[config.mk]
export PLATFORM = sky130hd
export DESIGN_NAME = acl_cmd_sequencer
export DESIGN_NICKNAME = d
export VERILOG_FILES = /design/src/rtl/acl_seq_pkg.sv /design/src/rtl/acl_seq_rom.sv /design/src/rtl/acl_cmd_sequencer.sv
export SDC_FILE = /design/constraint.sdc
export NUM_CORES = 1
export LEC_CHECK = 0
export BUFFER_PORTS_ARGS = -buffer_cell sky130_fd_sc_hd__buf_2
export CAP_MARGIN = 20
export CORE_MARGIN = 2
export CORE_UTILIZATION = 30
export DETAILED_ROUTE_END_ITERATION = 12
export GPL_TIMING_DRIVEN = 1
export HOLD_SLACK_MARGIN = 0.1
export PLACE_DENSITY = 0.54
export SLEW_MARGIN = 40
export SYNTH_ARGS = -nofsm -noshare
export SYNTH_HDL_FRONTEND = slang
export SYNTH_SLANG_ARGS = --single-unit
export TNS_END_PERCENT = 100
[constraint.sdc]
create_clock -name i_clk_20mhz -period 2.02 [get_ports i_clk_20mhz]
set_input_delay 0 -clock i_clk_20mhz [delete_from_list [all_inputs] [get_ports i_clk_20mhz]]
set_output_delay 0 -clock i_clk_20mhz [all_outputs]
set_load 0.01 [all_outputs]
[src/rtl/acl_seq_pkg.sv]
// Shared types and ADXL362 register map for the ACL2 command sequencer.
package acl_seq_pkg;

  typedef enum logic [1:0] {
    ST_SETTLE,
    ST_IDLE,
    ST_ISSUE,
    ST_WAIT_DONE
  } t_seq_state;

  typedef enum logic [2:0] {
    SEQ_SOFT_RESET,
    SEQ_INIT_MEASUR,
    SEQ_START_MEASUR,
    SEQ_INIT_LINKED,
    SEQ_START_LINKED
  } t_seq_sel;

  // Settle counter width covers the full legal settle range.
  localparam int SETTLE_CNT_W = 20;

  // ADXL362 register addresses
  localparam logic [7:0] REG_SOFT_RESET     = 8'h1F;
  localparam logic [7:0] REG_THRESH_ACT_L   = 8'h20;
  localparam logic [7:0] REG_THRESH_ACT_H   = 8'h21;
  localparam logic [7:0] REG_THRESH_INACT_L = 8'h23;
  localparam logic [7:0] REG_THRESH_INACT_H = 8'h24;
  localparam logic [7:0] REG_TIME_INACT_L   = 8'h25;
  localparam logic [7:0] REG_TIME_INACT_H   = 8'h26;
  localparam logic [7:0] REG_ACT_INACT_CTL  = 8'h27;
  localparam logic [7:0] REG_FILTER_CTL     = 8'h2C;
  localparam logic [7:0] REG_POWER_CTL      = 8'h2D;

  // Register values
  localparam logic [7:0] SOFT_RESET_KEY     = 8'h52;
  localparam logic [7:0] POWER_CTL_STANDBY  = 8'h00;
  localparam logic [7:0] POWER_CTL_MEASURE  = 8'h02;
  localparam logic [7:0] FILTER_CTL_VAL     = 8'h13;
  localparam logic [7:0] ACT_INACT_CTL_VAL  = 8'h3F;

  // Number of register writes making up each sequence.
  function automatic logic [3:0] seq_len(input t_seq_sel sel);
    case (sel)
      SEQ_SOFT_RESET:   return 4'd1;
      SEQ_INIT_MEASUR:  return 4'd2;
      SEQ_START_MEASUR: return 4'd1;
      SEQ_INIT_LINKED:  return 4'd9;
      SEQ_START_LINKED: return 4'd1;
      default:          return 4'd1;
    endcase
  endfunction

endpackage

[src/rtl/acl_seq_rom.sv]
// Step ROM: maps (sequence, step) to the ADXL362 register write for that step.
module acl_seq_rom
  import acl_seq_pkg::*;
#(
  parameter logic [10:0] PARAM_THRESH_ACT   = 11'd150,
  parameter logic [10:0] PARAM_THRESH_INACT = 11'd50,
  parameter logic [15:0] PARAM_TIME_INACT   = 16'd100
) (
  input  t_seq_sel   sel,
  input  logic [3:0] step,
  output logic [7:0] addr,
  output logic [7:0] data
);

  // Combinational lookup; unused step slots read as zero.
  always_comb begin
    addr = 8'h00;
    data = 8'h00;
    case (sel)
      SEQ_SOFT_RESET: begin
        addr = REG_SOFT_RESET;
        data = SOFT_RESET_KEY;
      end
      SEQ_INIT_MEASUR: begin
        if (step == 4'd0) begin
          addr = REG_POWER_CTL;
          data = POWER_CTL_STANDBY;
        end else begin
          addr = REG_FILTER_CTL;
          data = FILTER_CTL_VAL;
        end
      end
      SEQ_START_MEASUR, SEQ_START_LINKED: begin
        addr = REG_POWER_CTL;
        data = POWER_CTL_MEASURE;
      end
      SEQ_INIT_LINKED: begin
        case (step)
          4'd0: begin addr = REG_POWER_CTL;      data = POWER_CTL_STANDBY; end
          4'd1: begin addr = REG_THRESH_ACT_L;   data = PARAM_THRESH_ACT[7:0]; end
          4'd2: begin addr = REG_THRESH_ACT_H;   data = {5'b0, PARAM_THRESH_ACT[10:8]}; end
          4'd3: begin addr = REG_THRESH_INACT_L; data = PARAM_THRESH_INACT[7:0]; end
          4'd4: begin addr = REG_THRESH_INACT_H; data = {5'b0, PARAM_THRESH_INACT[10:8]}; end
          4'd5: begin addr = REG_TIME_INACT_L;   data = PARAM_TIME_INACT[7:0]; end
          4'd6: begin addr = REG_TIME_INACT_H;   data = PARAM_TIME_INACT[15:8]; end
          4'd7: begin addr = REG_ACT_INACT_CTL;  data = ACT_INACT_CTL_VAL; end
          4'd8: begin addr = REG_FILTER_CTL;     data = FILTER_CTL_VAL; end
          default: ;
        endcase
      end
      default: ;
    endcase
  end

endmodule

[src/rtl/acl_cmd_sequencer.sv]
// ACL2 command sequencer: turns tester-FSM command strobes into ADXL362
// register-write sequences and enforces power-up / soft-reset settling.
module acl_cmd_sequencer
  import acl_seq_pkg::*;
#(
  parameter int unsigned PARAM_SETTLE_CYCLES = 10000,
  parameter logic [10:0] PARAM_THRESH_ACT    = 11'd150,
  parameter logic [10:0] PARAM_THRESH_INACT  = 11'd50,
  parameter logic [15:0] PARAM_TIME_INACT    = 16'd100
) (
  input  logic       i_clk_20mhz,
  input  logic       i_rst_20mhz,
  input  logic       i_acl_cmd_init_measur_mode,
  input  logic       i_acl_cmd_start_measur_mode,
  input  logic       i_acl_cmd_init_linked_mode,
  input  logic       i_acl_cmd_start_linked_mode,
  input  logic       i_acl_cmd_soft_reset,
  output logic       o_acl_command_ready,
  output logic       o_spi_wr_req,
  output logic [7:0] o_spi_addr,
  output logic [7:0] o_spi_data,
  input  logic       i_spi_ready,
  input  logic       i_spi_done,
  output logic [3:0] o_seq_step
);

  localparam logic [SETTLE_CNT_W-1:0] SETTLE_LOAD = SETTLE_CNT_W'(PARAM_SETTLE_CYCLES);

  t_seq_state              state_q, state_d;
  t_seq_sel                sel_q, sel_d;
  logic [3:0]              step_q, step_d;
  logic [SETTLE_CNT_W-1:0] settle_cnt_q, settle_cnt_d;
  logic                    srst_pend_q, srst_pend_d;
  logic                    wr_req_q, wr_req_d;
  logic                    last_step;
  logic [7:0]              rom_addr, rom_data;

  acl_seq_rom #(
    .PARAM_THRESH_ACT   (PARAM_THRESH_ACT),
    .PARAM_THRESH_INACT (PARAM_THRESH_INACT),
    .PARAM_TIME_INACT   (PARAM_TIME_INACT)
  ) u_rom (
    .sel  (sel_q),
    .step (step_q),
    .addr (rom_addr),
    .data (rom_data)
  );

  assign last_step = (step_q == (seq_len(sel_q) - 4'd1));

  // State register; reset abandons any sequence and restarts the settle wait.
  always_ff @(posedge i_clk_20mhz) begin
    if (i_rst_20mhz) begin
      state_q      <= ST_SETTLE;
      sel_q        <= SEQ_SOFT_RESET;
      step_q       <= 4'd0;
      settle_cnt_q <= SETTLE_LOAD;
      srst_pend_q  <= 1'b0;
      wr_req_q     <= 1'b0;
    end else begin
      state_q      <= state_d;
      sel_q        <= sel_d;
      step_q       <= step_d;
      settle_cnt_q <= settle_cnt_d;
      srst_pend_q  <= srst_pend_d;
      wr_req_q     <= wr_req_d;
    end
  end

  // Next-state logic: command decode, write issue, and soft-reset preemption.
  always_comb begin
    state_d      = state_q;
    sel_d        = sel_q;
    step_d       = step_q;
    settle_cnt_d = settle_cnt_q;
    srst_pend_d  = srst_pend_q;
    wr_req_d     = 1'b0;
    case (state_q)
      ST_SETTLE: begin
        if (i_acl_cmd_soft_reset) begin
          settle_cnt_d = SETTLE_LOAD;
        end else if (settle_cnt_q == '0) begin
          state_d = ST_IDLE;
        end else begin
          settle_cnt_d = settle_cnt_q - 1'b1;
        end
      end
      ST_IDLE: begin
        if (i_acl_cmd_soft_reset || i_acl_cmd_init_measur_mode ||
            i_acl_cmd_init_linked_mode || i_acl_cmd_start_measur_mode ||
            i_acl_cmd_start_linked_mode) begin
          state_d = ST_ISSUE;
          step_d  = 4'd0;
          if (i_acl_cmd_soft_reset)             sel_d = SEQ_SOFT_RESET;
          else if (i_acl_cmd_init_measur_mode)  sel_d = SEQ_INIT_MEASUR;
          else if (i_acl_cmd_init_linked_mode)  sel_d = SEQ_INIT_LINKED;
          else if (i_acl_cmd_start_measur_mode) sel_d = SEQ_START_MEASUR;
          else                                  sel_d = SEQ_START_LINKED;
        end
      end
      ST_ISSUE: begin
        // A soft reset before the request goes out replaces the pending write.
        if (i_acl_cmd_soft_reset || srst_pend_q) begin
          sel_d       = SEQ_SOFT_RESET;
          step_d      = 4'd0;
          srst_pend_d = 1'b0;
        end else if (i_spi_ready) begin
          wr_req_d = 1'b1;
          state_d  = ST_WAIT_DONE;
        end
      end
      ST_WAIT_DONE: begin
        if (i_acl_cmd_soft_reset) srst_pend_d = 1'b1;
        if (i_spi_done) begin
          if (srst_pend_q || i_acl_cmd_soft_reset) begin
            sel_d       = SEQ_SOFT_RESET;
            step_d      = 4'd0;
            srst_pend_d = 1'b0;
            state_d     = ST_ISSUE;
          end else if (last_step) begin
            if (sel_q == SEQ_SOFT_RESET) begin
              state_d      = ST_SETTLE;
              settle_cnt_d = SETTLE_LOAD;
            end else begin
              state_d = ST_IDLE;
            end
          end else begin
            step_d  = step_q + 4'd1;
            state_d = ST_ISSUE;
          end
        end
      end
      default: state_d = ST_SETTLE;
    endcase
  end

  // Outputs: address/data only presented while a write is being set up or in flight.
  always_comb begin
    o_acl_command_ready = (state_q == ST_IDLE);
    o_spi_wr_req        = wr_req_q;
    o_seq_step          = step_q;
    o_spi_addr          = 8'h00;
    o_spi_data          = 8'h00;
    if (state_q == ST_ISSUE || state_q == ST_WAIT_DONE) begin
      o_spi_addr = rom_addr;
      o_spi_data = rom_data;
    end
  end

endmodule
-- After elaboration in Yosys (flattened, before gate mapping)
Cells that the tools add are included.
W data, S select, Z words.
- output and inout port bits: 22
- register bits after elaboration: 31
- bitwise operators: 1
- mux-type cells: 46
- equal/unequal tests: 28
- reduce and logical (&&, ||, !) cells: 20
- add/subtract/negate cells: 3
- operator list (operator ; number):
    $mux W20 ; 6
    $pmux W8 S4 ; 2
    $pmux W6 S9 ; 1
    $pmux W20 S2 ; 1
    $pmux W8 S5 ; 1
    $mux W3 ; 7
    $logic_not A20 Y1 ; 1
    $mux W4 ; 5
    $sub A20 B1 Y20 const B ; 1
    $ne A2 B2 Y1 const B ; 9
    $eq A4 B3 Y1 const B ; 4
    $mux W2 ; 8
    $mux W8 ; 2
    $pmux W4 S3 ; 1
    $reduce_and A6 Y1 ; 2
    $pmux W3 S3 ; 1
    $eq A4 B2 Y1 const B ; 2
    $pmux W2 S4 ; 1
    $pmux W4 S2 ; 1
    $mux W1 ; 7
    $eq A3 B2 Y1 const B ; 2
    $logic_or A1 B1 Y1 ; 6
    $ne A3 B3 Y1 const B ; 2
    $mux W5 ; 1
    22 further kinds ; 24

-- Depth between registers and ports, before layout
- depth in word-level cells: 8
- gate-level depth with buffers: 9

-- Modules after synthesis
From an unflattened synthesis, not the netlist that was laid out.
- cell total of the unflattened synthesis: 293
- area, all modules: 2230.9 um^2
- modules (own cells, without submodules) (module ; area an instance (um^2) ; times used ; cells an instance):
    acl_cmd_sequencer ; 1923.1 ; 1 ; 243
    acl_seq_rom ; 307.8 ; 1 ; 50

-- Worst setup path before layout
OpenSTA, ideal clock, no wires.
- kind: register to register
- start point: register settle_cnt_q[0]
- end point: register settle_cnt_q[10]
- setup time: 0.122 ns
- buffers on the path: 1
- period minus slack after synthesis: 2.166 ns
- data arrival time: 2.044 ns
- cell stages (with the launch flop): 9
- slack: -0.146 ns
- cell sequence: dfxtp_1 inv_1 ha_1 or4b_4 o41ai_4 o311a_1 buf_6 nor2_4 a221o_1
- cells in the longest elaborated chain, start to end: 4
- RTL lines (what ; line ; text):
    from (decl) ; acl_cmd_sequencer.sv:32 ; logic [SETTLE_CNT_W-1:0] settle_cnt_q, settle_cnt_d;
    from (signal assigned) ; acl_cmd_sequencer.sv:64 ; settle_cnt_q <= settle_cnt_d;
    $sub A20 B1 Y20 ; acl_cmd_sequencer.sv:85 ; settle_cnt_d = settle_cnt_q - 1'b1;
    $mux W20 ; acl_cmd_sequencer.sv:82 ; end else if (settle_cnt_q == '0) begin
    $mux W20 ; acl_cmd_sequencer.sv:80 ; if (i_acl_cmd_soft_reset) begin
    $pmux W20 S2 ; acl_cmd_sequencer.sv:78 ; case (state_q)
Parallel ways exist; a longest one is shown, timed or not. The select of a mux whose other input is x is not followed.
A chain may end at the register's enable or synchronous reset.

-- Final worst setup path
- start point: register settle_cnt_q[0]
- end point: register settle_cnt_q[5]
Same word-level chain as after synthesis.

==> impl_metrics.tcl <==
set metrics [dict create \
    postLayoutCellArea_mm2 0.00315 \
    rr_startpoint "settle_cnt_q[0]" \
    ys_async_sr_fraction_pct 0 \
    hold_viol 0 \
    rows 31 \
    die_height_um 89.8 \
    syn-cell-area_mm2 0.00221 \
    nNetsFinal 392 \
    synthCells 293 \
    ys_types 57 \
    synth.avg_cell_area_um2 7.54 \
    place_area_mm2 0.00287 \
    die_w_um 89.8 \
    seq_area_um2 634 \
    fin_worst_skew_ns 0.00950 \
    rsz0062_at_grt "true" \
    htreeDepth 2 \
    grt_pass1_vias 2354 \
    clock-sinks 31 \
    synth_area_leaders "dfxtp_1 28%, a21oi_1 5.4%, nor2_1 4.9%" \
    place_hpwl_mm 5.03 \
    gp_congestion 0.879 \
    port_buffers 28 \
    grt_pass1_wl_mm 11.4 \
    arrival_ns 2.19 \
    worstHoldPathCells 4 \
    clock.fmax_ghz 0.494 \
    ys_seq_area_share_pct 28.1 \
    worst_slack_ns -0.00524 \
    peakVddDrop_mv 0.233 \
    wl_per_cell_um 14.5 \
    num_vias 2577 \
    multi_input_comb_area_mm2 0.00156 \
    wl_met1_mm 3.34 \
    crit_path_start_kind "flip-flop" \
    cts-root-buf "clkbuf_8" \
    io_pins 31 \
    grt_usage_pct 16.9 \
    maxCapViolCount 0 \
    period_share_pct 100 \
    post-place-ws_ns -0.0974 \
    num_antenna_cells 0 \
    synth_edf_count 0 \
    min_period_ns 2.03 \
    timing.rr.end "settle_cnt_q[5]" \
    synth-seq-cells 31 \
    hold_path_class "input pin to flip-flop" \
    area_delta_synth_final_pct 42.5 \
    detail-route-antenna-nets 0 \
    drv_slew 0 \
    crit_type "flip-flop to flip-flop" \
    hp-start "i_acl_cmd_start_linked_mode" \
    cts_buffer_depth 2 \
    drive_above_1_share_pct 37.9 \
    final_util_pct 43.9 \
    synth_commonest_cells "31 x dfxtp_1, 29 x nor2_1, 24 x a21oi_1, 20 x nand2_1, 19 x nor3_1" \
    path_max_fanout 3 \
    maxSlewHeadroom_pct 65.9 \
    power_density_mw_per_mm2 444 \
    numCtsBuffers 5 \
    r2r_cells 9 \
    drt-total-wl_mm 6.90 \
    yosysWarnings 0 \
    drt_iter0_markers 154 \
    outcome "finished with violations" \
    synth_ff_type "dfxtp_1" \
    firstDrtPassIters 5 \
    violations "setup timing" \
    dp.cells 464 \
    cts_tree "yes" \
    clk_latency_ns 0.28 \
    end_kind "flip-flop" \
    cp_top_family "simple AND/OR/NAND/NOR gates" \
    min_to "state_q[1]" \
    finalSetupViolations 1 \
    fin_cells 476 \
    fillCellCount 737 \
    core-area_mm2 0.00718 \
    yosysMostFrequentCell "dfxtp_1" \
    top_layer "met4" \
    grt_overflow 0 \
    grt_max_degree 25 \
    path_common_cell "buf_4" \
    die_area_mm2 0.00806 \
    leakage_nw 1.26 \
    avgViaCountPerCell 5.41 \
    wl_met2_mm 3.29 \
    start_util_pct 30.8 \
    slowest_delay_ns 0.47 \
    setup-tns-final_ns -0.00524 \
    clk_pin_slew_worst_paths_ns 0.07 \
    routed-wl-met3_um 223 \
    antenna_found_initial 0 \
    required_ns 2.18 \
    yosysTopAreaCell "dfxtp_1" \
    worstMarginPinSlew_ns 0.511 \
    path_cells "inv_2, ha_1, or4b_4, o41ai_4, buf_4, o311ai_4, nand4_1, buf_4, o32ai_1" \
    yosys.area.top_type_share_pct 28.1 \
    reg2reg_slack_ns -0.005 \
    crit_slowest_cell "or4b_4" \
    cp_num_buf_inv 3 \
    drc_errors 0 \
]
## layout by cell type, fill, tap and decap left out, drive strengths merged, types with 3 or more instances in the layout
cell type  synthesis  final
a22oi              3      3
nand3              9      9
o32ai              3      3
nand4              7      7
nand4b             3      3
ha                 6      6
nand2             20     20
nor4               5      5
clkbuf            14      6
or4                6      6
or3                7      7
a21oi             24     24
nor2b              3      3
nand2b             4      4
a211oi             3      3
buf                6     95
o21ai             12     12
inv               13     13
nor2              30     30
o31ai              5      5
dfxtp             31     31
a221o              4      4
nor3              19     19
o211ai             3      3
o311ai             5      5
a31oi             13     13
nor3b              3      3
## worst register-to-register path, delay by kind of cell, from the launching register on
kind / cells / cell delay (ns)
simple gates: 2 / 0.66
compound gates: 3 / 0.41
flops: 1 / 0.32
buf+inv: 3 / 0.39
fa+ha+maj: 1 / 0.12
## timing repair
item                                    CTS  global route
resized for setup                        12            33
endpoints found under the setup margin   17            26
setup buffers                             3             1
cloned                                    0             0
pin swaps                                 6             9
hold endpoints to repair                  1             0
hold buffers                              1             0
## worst max path at each step
stage / endpoint / startpoint / slack (ns) / cells after the start
after floorplan: settle_cnt_q[10] / settle_cnt_q[0] / -0.008 / 8
after global placement: settle_cnt_q[6] / settle_cnt_q[1] / -0.04 / 9
after detailed placement: settle_cnt_q[7] / settle_cnt_q[1] / -0.1 / 9
after CTS: settle_cnt_q[5] / settle_cnt_q[0] / -0.06 / 9
after global routing: settle_cnt_q[5] / settle_cnt_q[1] / -0.11 / 9
final: settle_cnt_q[5] / settle_cnt_q[0] / -0.005 / 9
## kinds of logic (layout without fill, tap and decap cells)
logic type / after synthesis / after routing / synth area share, %
compound gates: 95 / 95 / 30.7
buf+inv: 33 / 116 / 6.85
simple gates: 124 / 124 / 29.5
xor+xnor: 1 / 1 / 0.397
flops: 31 / 31 / 28.1
other cells: 1 / 2 / 0.170
mux: 2 / 2 / 0.907
fa+ha+maj: 6 / 6 / 3.40
## routing by layer
layer | global-route usage [%] | up-vias
met3 | 2.77 | 6
li1 | - | 1287
met5 | 0 | -
met4 | 3.59 | 0
met1 | 24.7 | 1231
met2 | 26.3 | 53
## metrics by stage
step	total power (W)	hold WS, ns
floorplan	0.000764	0.147
global placement	0.000877	0.263
detailed placement	0.000877	0.272
CTS	0.00140	0.127
global route	0.00146	0.152
finish	0.00140	0.127
## where the power goes
group          switching [W]  total (W)  internal (W)
Sequential        0.00000909   0.000634      0.000625
Combinational       0.000141   0.000257      0.000116
Clock               0.000240   0.000508      0.000267
## cell type report
class	count	share of cell area, %
Inverter	13	1.55
Clock buffer	6	2.62
Timing Repair Buffer	96	22.1
Multi-Input combinational cell	230	49.4
Tap cell	99	3.94
Sequential cell	31	20.2
Clock inverter	1	0.159
## sequential cells by signal, summed over array words and instances, names as in the netlist
register and cells:
o_seq_step 4, o_spi_wr_req 1, sel_q 3, settle_cnt_q 20, srst_pend_q 1, state_q 2
(Power assumes the default switching activity.)
